### src/rtl/calc1_pkg.sv
// Shared widths, command/response encodings and channel state for the calc1 calculator.
package calc1_pkg;

  localparam int unsigned DATA_W  = 32;
  localparam int unsigned CMD_W   = 4;
  localparam int unsigned RESP_W  = 2;
  localparam int unsigned SHAMT_W = $clog2(DATA_W);

  typedef enum logic [CMD_W-1:0] {
    NOP = 4'd0,
    ADD = 4'd1,
    SUB = 4'd2,
    SHL = 4'd5,
    SHR = 4'd6
  } cmd_e;

  typedef enum logic [RESP_W-1:0] {
    NONE = 2'b00,
    OK   = 2'b01,
    OVF  = 2'b10,
    BAD  = 2'b11
  } resp_e;

  typedef enum logic [1:0] {
    IDLE = 2'd0,
    OP2  = 2'd1,
    EXEC = 2'd2
  } chan_state_e;

  // Response payload as registered on the output of a channel
  typedef struct packed {
    resp_e             resp;
    logic [DATA_W-1:0] data;
  } resp_t;

endpackage

### src/rtl/calc1_if.sv
// One calculator channel: command/operand request side and response side.
interface calc1_if;

  logic [calc1_pkg::CMD_W-1:0]  cmd;
  logic [calc1_pkg::DATA_W-1:0] data;
  logic [calc1_pkg::RESP_W-1:0] resp;
  logic [calc1_pkg::DATA_W-1:0] rdata;

  modport master (output cmd, data, input resp, rdata);
  modport slave  (input cmd, data, output resp, rdata);

endinterface

### src/rtl/calc1_channel.sv
// One calculator channel: IDLE->OP2->EXEC sequencer, operand latches, ALU, output register.
// Shifts (cmds 5/6) are built only when CALC1_SHIFT_EN is defined; otherwise they answer BAD.
module calc1_channel
  import calc1_pkg::*;
(
  input  logic    c_clk,
  input  logic    reset,
  calc1_if.slave  bus
);

  localparam int unsigned SUM_W = DATA_W + 1;

  chan_state_e       state_q, state_d;
  logic [CMD_W-1:0]  cmd_q, cmd_d;
  logic [DATA_W-1:0] op1_q, op1_d;
  logic [DATA_W-1:0] op2_q, op2_d;
  resp_t             out_q, out_d;
  resp_t             alu;
  logic [SUM_W-1:0]  sum;

  // Result of the latched command; only captured while in EXEC
  always_comb begin
    alu = '0;
    sum = SUM_W'(op1_q) + SUM_W'(op2_q);
    case (cmd_q)
      ADD: begin
        if (sum[DATA_W]) begin
          alu.resp = OVF;
        end else begin
          alu.resp = OK;
          alu.data = sum[DATA_W-1:0];
        end
      end
      SUB: begin
        if (op1_q < op2_q) begin
          alu.resp = OVF;
        end else begin
          alu.resp = OK;
          alu.data = op1_q - op2_q;
        end
      end
`ifdef CALC1_SHIFT_EN
      SHL: begin
        alu.resp = OK;
        alu.data = op1_q << op2_q[SHAMT_W-1:0];
      end
      SHR: begin
        alu.resp = OK;
        alu.data = op1_q >> op2_q[SHAMT_W-1:0];
      end
`endif
      default: alu.resp = BAD;
    endcase
  end

  // Sequencer: command in IDLE, operand2 in OP2 (cmd ignored), response in EXEC
  always_comb begin
    state_d = state_q;
    cmd_d   = cmd_q;
    op1_d   = op1_q;
    op2_d   = op2_q;
    out_d   = '0;
    case (state_q)
      IDLE: begin
        if (bus.cmd != '0) begin
          cmd_d   = bus.cmd;
          op1_d   = bus.data;
          state_d = OP2;
        end
      end
      OP2: begin
        op2_d   = bus.data;
        state_d = EXEC;
      end
      EXEC: begin
        out_d   = alu;
        state_d = IDLE;
      end
      default: state_d = IDLE;
    endcase
  end

  always_ff @(posedge c_clk or negedge reset) begin
    if (!reset) begin
      state_q <= IDLE;
      cmd_q   <= '0;
      op1_q   <= '0;
      op2_q   <= '0;
      out_q   <= '0;
    end else begin
      state_q <= state_d;
      cmd_q   <= cmd_d;
      op1_q   <= op1_d;
      op2_q   <= op2_d;
      out_q   <= out_d;
    end
  end

  assign bus.resp  = out_q.resp;
  assign bus.rdata = out_q.data;

endmodule

### src/rtl/calc1_calculator.sv
// Four independent calculator channels behind flat request/response ports.
// Optional shifter per channel: define CALC1_SHIFT_EN.
module calc1_calculator
  import calc1_pkg::*;
(
  input  logic              c_clk,
  input  logic              reset,
  input  logic [CMD_W-1:0]  req1_cmd_in,
  input  logic [DATA_W-1:0] req1_data_in,
  input  logic [CMD_W-1:0]  req2_cmd_in,
  input  logic [DATA_W-1:0] req2_data_in,
  input  logic [CMD_W-1:0]  req3_cmd_in,
  input  logic [DATA_W-1:0] req3_data_in,
  input  logic [CMD_W-1:0]  req4_cmd_in,
  input  logic [DATA_W-1:0] req4_data_in,
  output logic [RESP_W-1:0] out_resp1,
  output logic [DATA_W-1:0] out_data1,
  output logic [RESP_W-1:0] out_resp2,
  output logic [DATA_W-1:0] out_data2,
  output logic [RESP_W-1:0] out_resp3,
  output logic [DATA_W-1:0] out_data3,
  output logic [RESP_W-1:0] out_resp4,
  output logic [DATA_W-1:0] out_data4
);

  calc1_if ch_if [4] ();

  assign ch_if[0].cmd  = req1_cmd_in;
  assign ch_if[0].data = req1_data_in;
  assign ch_if[1].cmd  = req2_cmd_in;
  assign ch_if[1].data = req2_data_in;
  assign ch_if[2].cmd  = req3_cmd_in;
  assign ch_if[2].data = req3_data_in;
  assign ch_if[3].cmd  = req4_cmd_in;
  assign ch_if[3].data = req4_data_in;

  assign out_resp1 = ch_if[0].resp;
  assign out_data1 = ch_if[0].rdata;
  assign out_resp2 = ch_if[1].resp;
  assign out_data2 = ch_if[1].rdata;
  assign out_resp3 = ch_if[2].resp;
  assign out_data3 = ch_if[2].rdata;
  assign out_resp4 = ch_if[3].resp;
  assign out_data4 = ch_if[3].rdata;

  for (genvar g = 0; g < 4; g++) begin : g_ch
    calc1_channel u_channel (
      .c_clk (c_clk),
      .reset (reset),
      .bus   (ch_if[g])
    );
  end

endmodule

### config.mk
export PLATFORM = sky130hd
export DESIGN_NAME = calc1_calculator
export DESIGN_NICKNAME = d
export VERILOG_FILES = /design/src/rtl/calc1_pkg.sv /design/src/rtl/calc1_if.sv /design/src/rtl/calc1_channel.sv /design/src/rtl/calc1_calculator.sv
export SDC_FILE = /design/constraint.sdc
export NUM_CORES = 1
export LEC_CHECK = 0
export ABC_AREA = 1
export ABC_CLOCK_PERIOD_IN_PS = 3500
export CAP_MARGIN = 5
export CORE_MARGIN = 5
export CORE_UTILIZATION = 29
export CTS_BUF_LIST = sky130_fd_sc_hd__clkbuf_2 sky130_fd_sc_hd__clkbuf_4 sky130_fd_sc_hd__clkbuf_8
export CTS_CLUSTER_SIZE = 8
export DETAILED_ROUTE_END_ITERATION = 6
export HOLD_SLACK_MARGIN = 0.02
export RECOVER_POWER = 25
export SYNTH_ARGS = -nofsm -noshare
export SYNTH_HDL_FRONTEND = slang
export SYNTH_SLANG_ARGS = --single-unit
### constraint.sdc
create_clock -name c_clk -period 3.5 [get_ports c_clk]
set_clock_uncertainty 0.15 [all_clocks]
set_input_delay 0.875 -clock c_clk [delete_from_list [all_inputs] [get_ports c_clk]]
set_output_delay 0.875 -clock c_clk [all_outputs]
set_load 0.05 [all_outputs]
==> results.md <==
* Syn_area_per_cell at between 6 and 7 um^2
* First-pass GRT wire length at 202,000 um
* Max-slew violation count at between 150 and 200
* Top-level I/O count at roughly 280
* Max Fanout on Critical Path at 1
* Die ar. at 0.132 mm^2
* CTS root buffer: clkbuf_8
* Initial core utilization at 0.292
* Initial antenna violation count at 15
* Endpoint class of the critical path: output pin
* TritonCTS Buffers at 85
* Fin Setup TNS at 0 ns
* Drt drc at 0
* Area of the core at 0.124 mm^2
* Leading area contributor after synthesis: dfrtp_1
* Worst hold path type: reg2reg
* Area delta synth->final at 17.0%
* Clock Path Buffers at 3
* Final hold violation count at 0
* Die H at 363 um
* Number of global-route vias before repair at ~35,000
* Max Fclk at 317 MHz
* MaxCap Viol Count at 5
* Synth Warn # at 0
* Setup Viol. Count Final at 0
* H-tree depth at 3
* Synthesized area at 0.0361 mm^2
* WL/cell at ~17 um
* Antenna Violating Nets Remaining at 0
* GRT Util Overall at 0.196
* Most used DFF post-synth: dfrtp_1
* Tightest Pin Transition at approximately 2.1 ns
* CP peak stage delay at ~0.86 ns
* Synth area leaders: dfrtp_1, nand2_1, inv_1
* Most numerous cell in the Yosys netlist: nand2_1
* Tmin final at between 3 and 4 ns
* Largest net degree at the start of global routing at 65
* CTS clk-pin slew, worst paths at roughly 0.060 ns
* DP HPWL at approximately 110,000 um
* Vias/cell at ~4.6
* Clk_lat worst skew at 0.78 ns
* Failing checks: capacitance limit, slew limit
* Most common library cells after synthesis: nand2_1, inv_1, nor2_1, dfrtp_1, nand3_1
* Total gr overflow at 0
* # resized after CTS at 0
* Fin nets at 6,565
* Async SR Flop Fraction at 1.00
* Worst slew margin at -0.412
* FF+latch count, synth at ~420
* Crit path max-delay cell type: clkdlybuf4s50_1
* Critical path type: reg2out
* Die X at around 360 um
* Buffers plus inverters on the worst setup path at 1
* Clk sink count at between 400 and 500
* Post-Route WL at between 100,000 and 150,000 um
* Post-CTS Setup Repair Bufs at 0
* Register area share after synthesis at 0.289
* RSZ-0062 raised after global routing: no
* Syn_nets at 6,336
* CTS tree: built
* Crit path DAT at around 2.1 ns
* Post-synth top area share at 0.289
* Crit path required time at 2.47 ns
* Area share of xor/xnor cells in the synthesized design at 0.0287
* Synth cell types at 37
* Outcome: finished, violations left
* FP Rows at 129
* Count of input and output buffers at 281
* Layout cells sized above 1 at 0.0532
* Via count at around 36,000
* Mux cell area share after synthesis at 0
* Post-synth EDFFs at 0
* TritonRoute pass-1 iters at 6
* CP Launch Type: flip-flop
* Simple-gate area share of the yosys netlist at 0.365
* Synth Area in Adders at 0.0946
* Critical path, cell by cell: clkdlybuf4s50_1
* Initial drt markers at ~2,900
* Routability congestion estimate at 0.993
* Crit share post-route at 0.901
* Mapped Cells at a little under 6,000
* Top Family by Delay on Critical Path: buffers and inverters
* Complex-gate fraction of the synthesized area at 0.0770
* Largest family of logic cells by synthesized area: simple AND/OR/NAND/NOR gates
-- logic make-up after synthesis --
group / after synthesis
simple gates: 3290
buf+inv: 1311
xor+xnor: 118
flops: 416
fa+ha+maj: 268
compound gates: 519
-- layer usage --
| layer | GRT usage | up-vias | part of all wire |
|---|---|---|---|
| met5 | 0 | - | 0.00078 |
| met3 | 0.0441 | 256 | 0.079 |
| met1 | 0.257 | 16667 | 0.44 |
| li1 | - | 18213 | - |
| met2 | 0.314 | 1218 | 0.44 |
| met4 | 0.0779 | 16 | 0.040 |
-- cell usage in the layout (no fill, tap or decap), drive strengths merged, types with 22 or more instances in the layout --
| cell | netlist | routed |
|---|---|---|
| inv | 1103 | 1104 |
| nand4 | 56 | 56 |
| o21ai | 209 | 209 |
| ha | 260 | 260 |
| clkbuf | 66 | 132 |
| dfrtp | 416 | 416 |
| nand2 | 2388 | 2388 |
| clkdlybuf4s50 | 0 | 278 |
| nor3 | 41 | 41 |
| nor2 | 500 | 500 |
| a21oi | 286 | 286 |
| nand3 | 262 | 262 |
| xnor2 | 22 | 22 |
| buf | 140 | 56 |
| xor2 | 96 | 96 |
| o21bai | 22 | 22 |
-- layout make-up --
cell class / count / area (um^2)
timing repair buffer: 348 / 3430
multi-input combinational: 4195 / 20400
antenna: 4 / 10.0
sequential: 416 / 10400
clock buffer: 121 / 1560
clock inverter: 23 / 221
tap: 1637 / 2050
inverter: 1105 / 4150
fill: 13728 / 81400
-- worst paths after layout --
kind                                                      startpoint                                       end  slack (ns)  cells past startpoint
max reg2reg                   g_ch[2].u_channel.op2_q[0]$_DFFE_PN0N_  g_ch[2].u_channel.bus.rdata[5]$_DFF_PN0_        0.40                     12
min                           g_ch[0].u_channel.cmd_q[1]$_DFFE_PN0P_    g_ch[0].u_channel.cmd_q[1]$_DFFE_PN0P_        0.34                      2
min reg2reg                   g_ch[0].u_channel.cmd_q[1]$_DFFE_PN0P_    g_ch[0].u_channel.cmd_q[1]$_DFFE_PN0P_        0.34                      2
min in group asynchronous                                      reset  g_ch[1].u_channel.bus.rdata[5]$_DFF_PN0_        1.09                      2
max                        g_ch[3].u_channel.bus.rdata[17]$_DFF_PN0_                             out_data4[17]        0.35                      1
max in group asynchronous                                      reset    g_ch[0].u_channel.op1_q[9]$_DFFE_PN0P_        0.62                      3
-- metrics by stage --
step / area (um^2) / setup slack (ns) / utilization / instances / hold slack (ns)
floorplan: 36100 / 1.16 / - / 5922 / 0.303
global placement: 40500 / 0.491 / 0.327 / 7700 / 0.318
detailed placement: 40500 / 0.498 / 0.327 / 7700 / 0.326
CTS: 42300 / 0.252 / 0.342 / 7845 / 0.340
global route: 42200 / 0.216 / 0.341 / 7846 / 0.363
finish: 42200 / 0.348 / 0.341 / 7849 / 0.338
-- flip-flops by register name, summed over array words and instances (netlist names) --
signal	count
g_ch.u_channel.bus.rdata	128
g_ch.u_channel.op2_q	128
g_ch.u_channel.cmd_q	16
g_ch.u_channel.state_q	8
g_ch.u_channel.op1_q	128
g_ch.u_channel.bus.resp	8
-- what timing repair did --
item                                    CTS  global route
endpoints found under the setup margin    0             0
hold buffers                              1             0
endpoints found under the hold margin    49             0
Power is left out: the tool's default activity adds up to more than one toggle a clock period on the data nets, which glitch-free logic cannot reach.
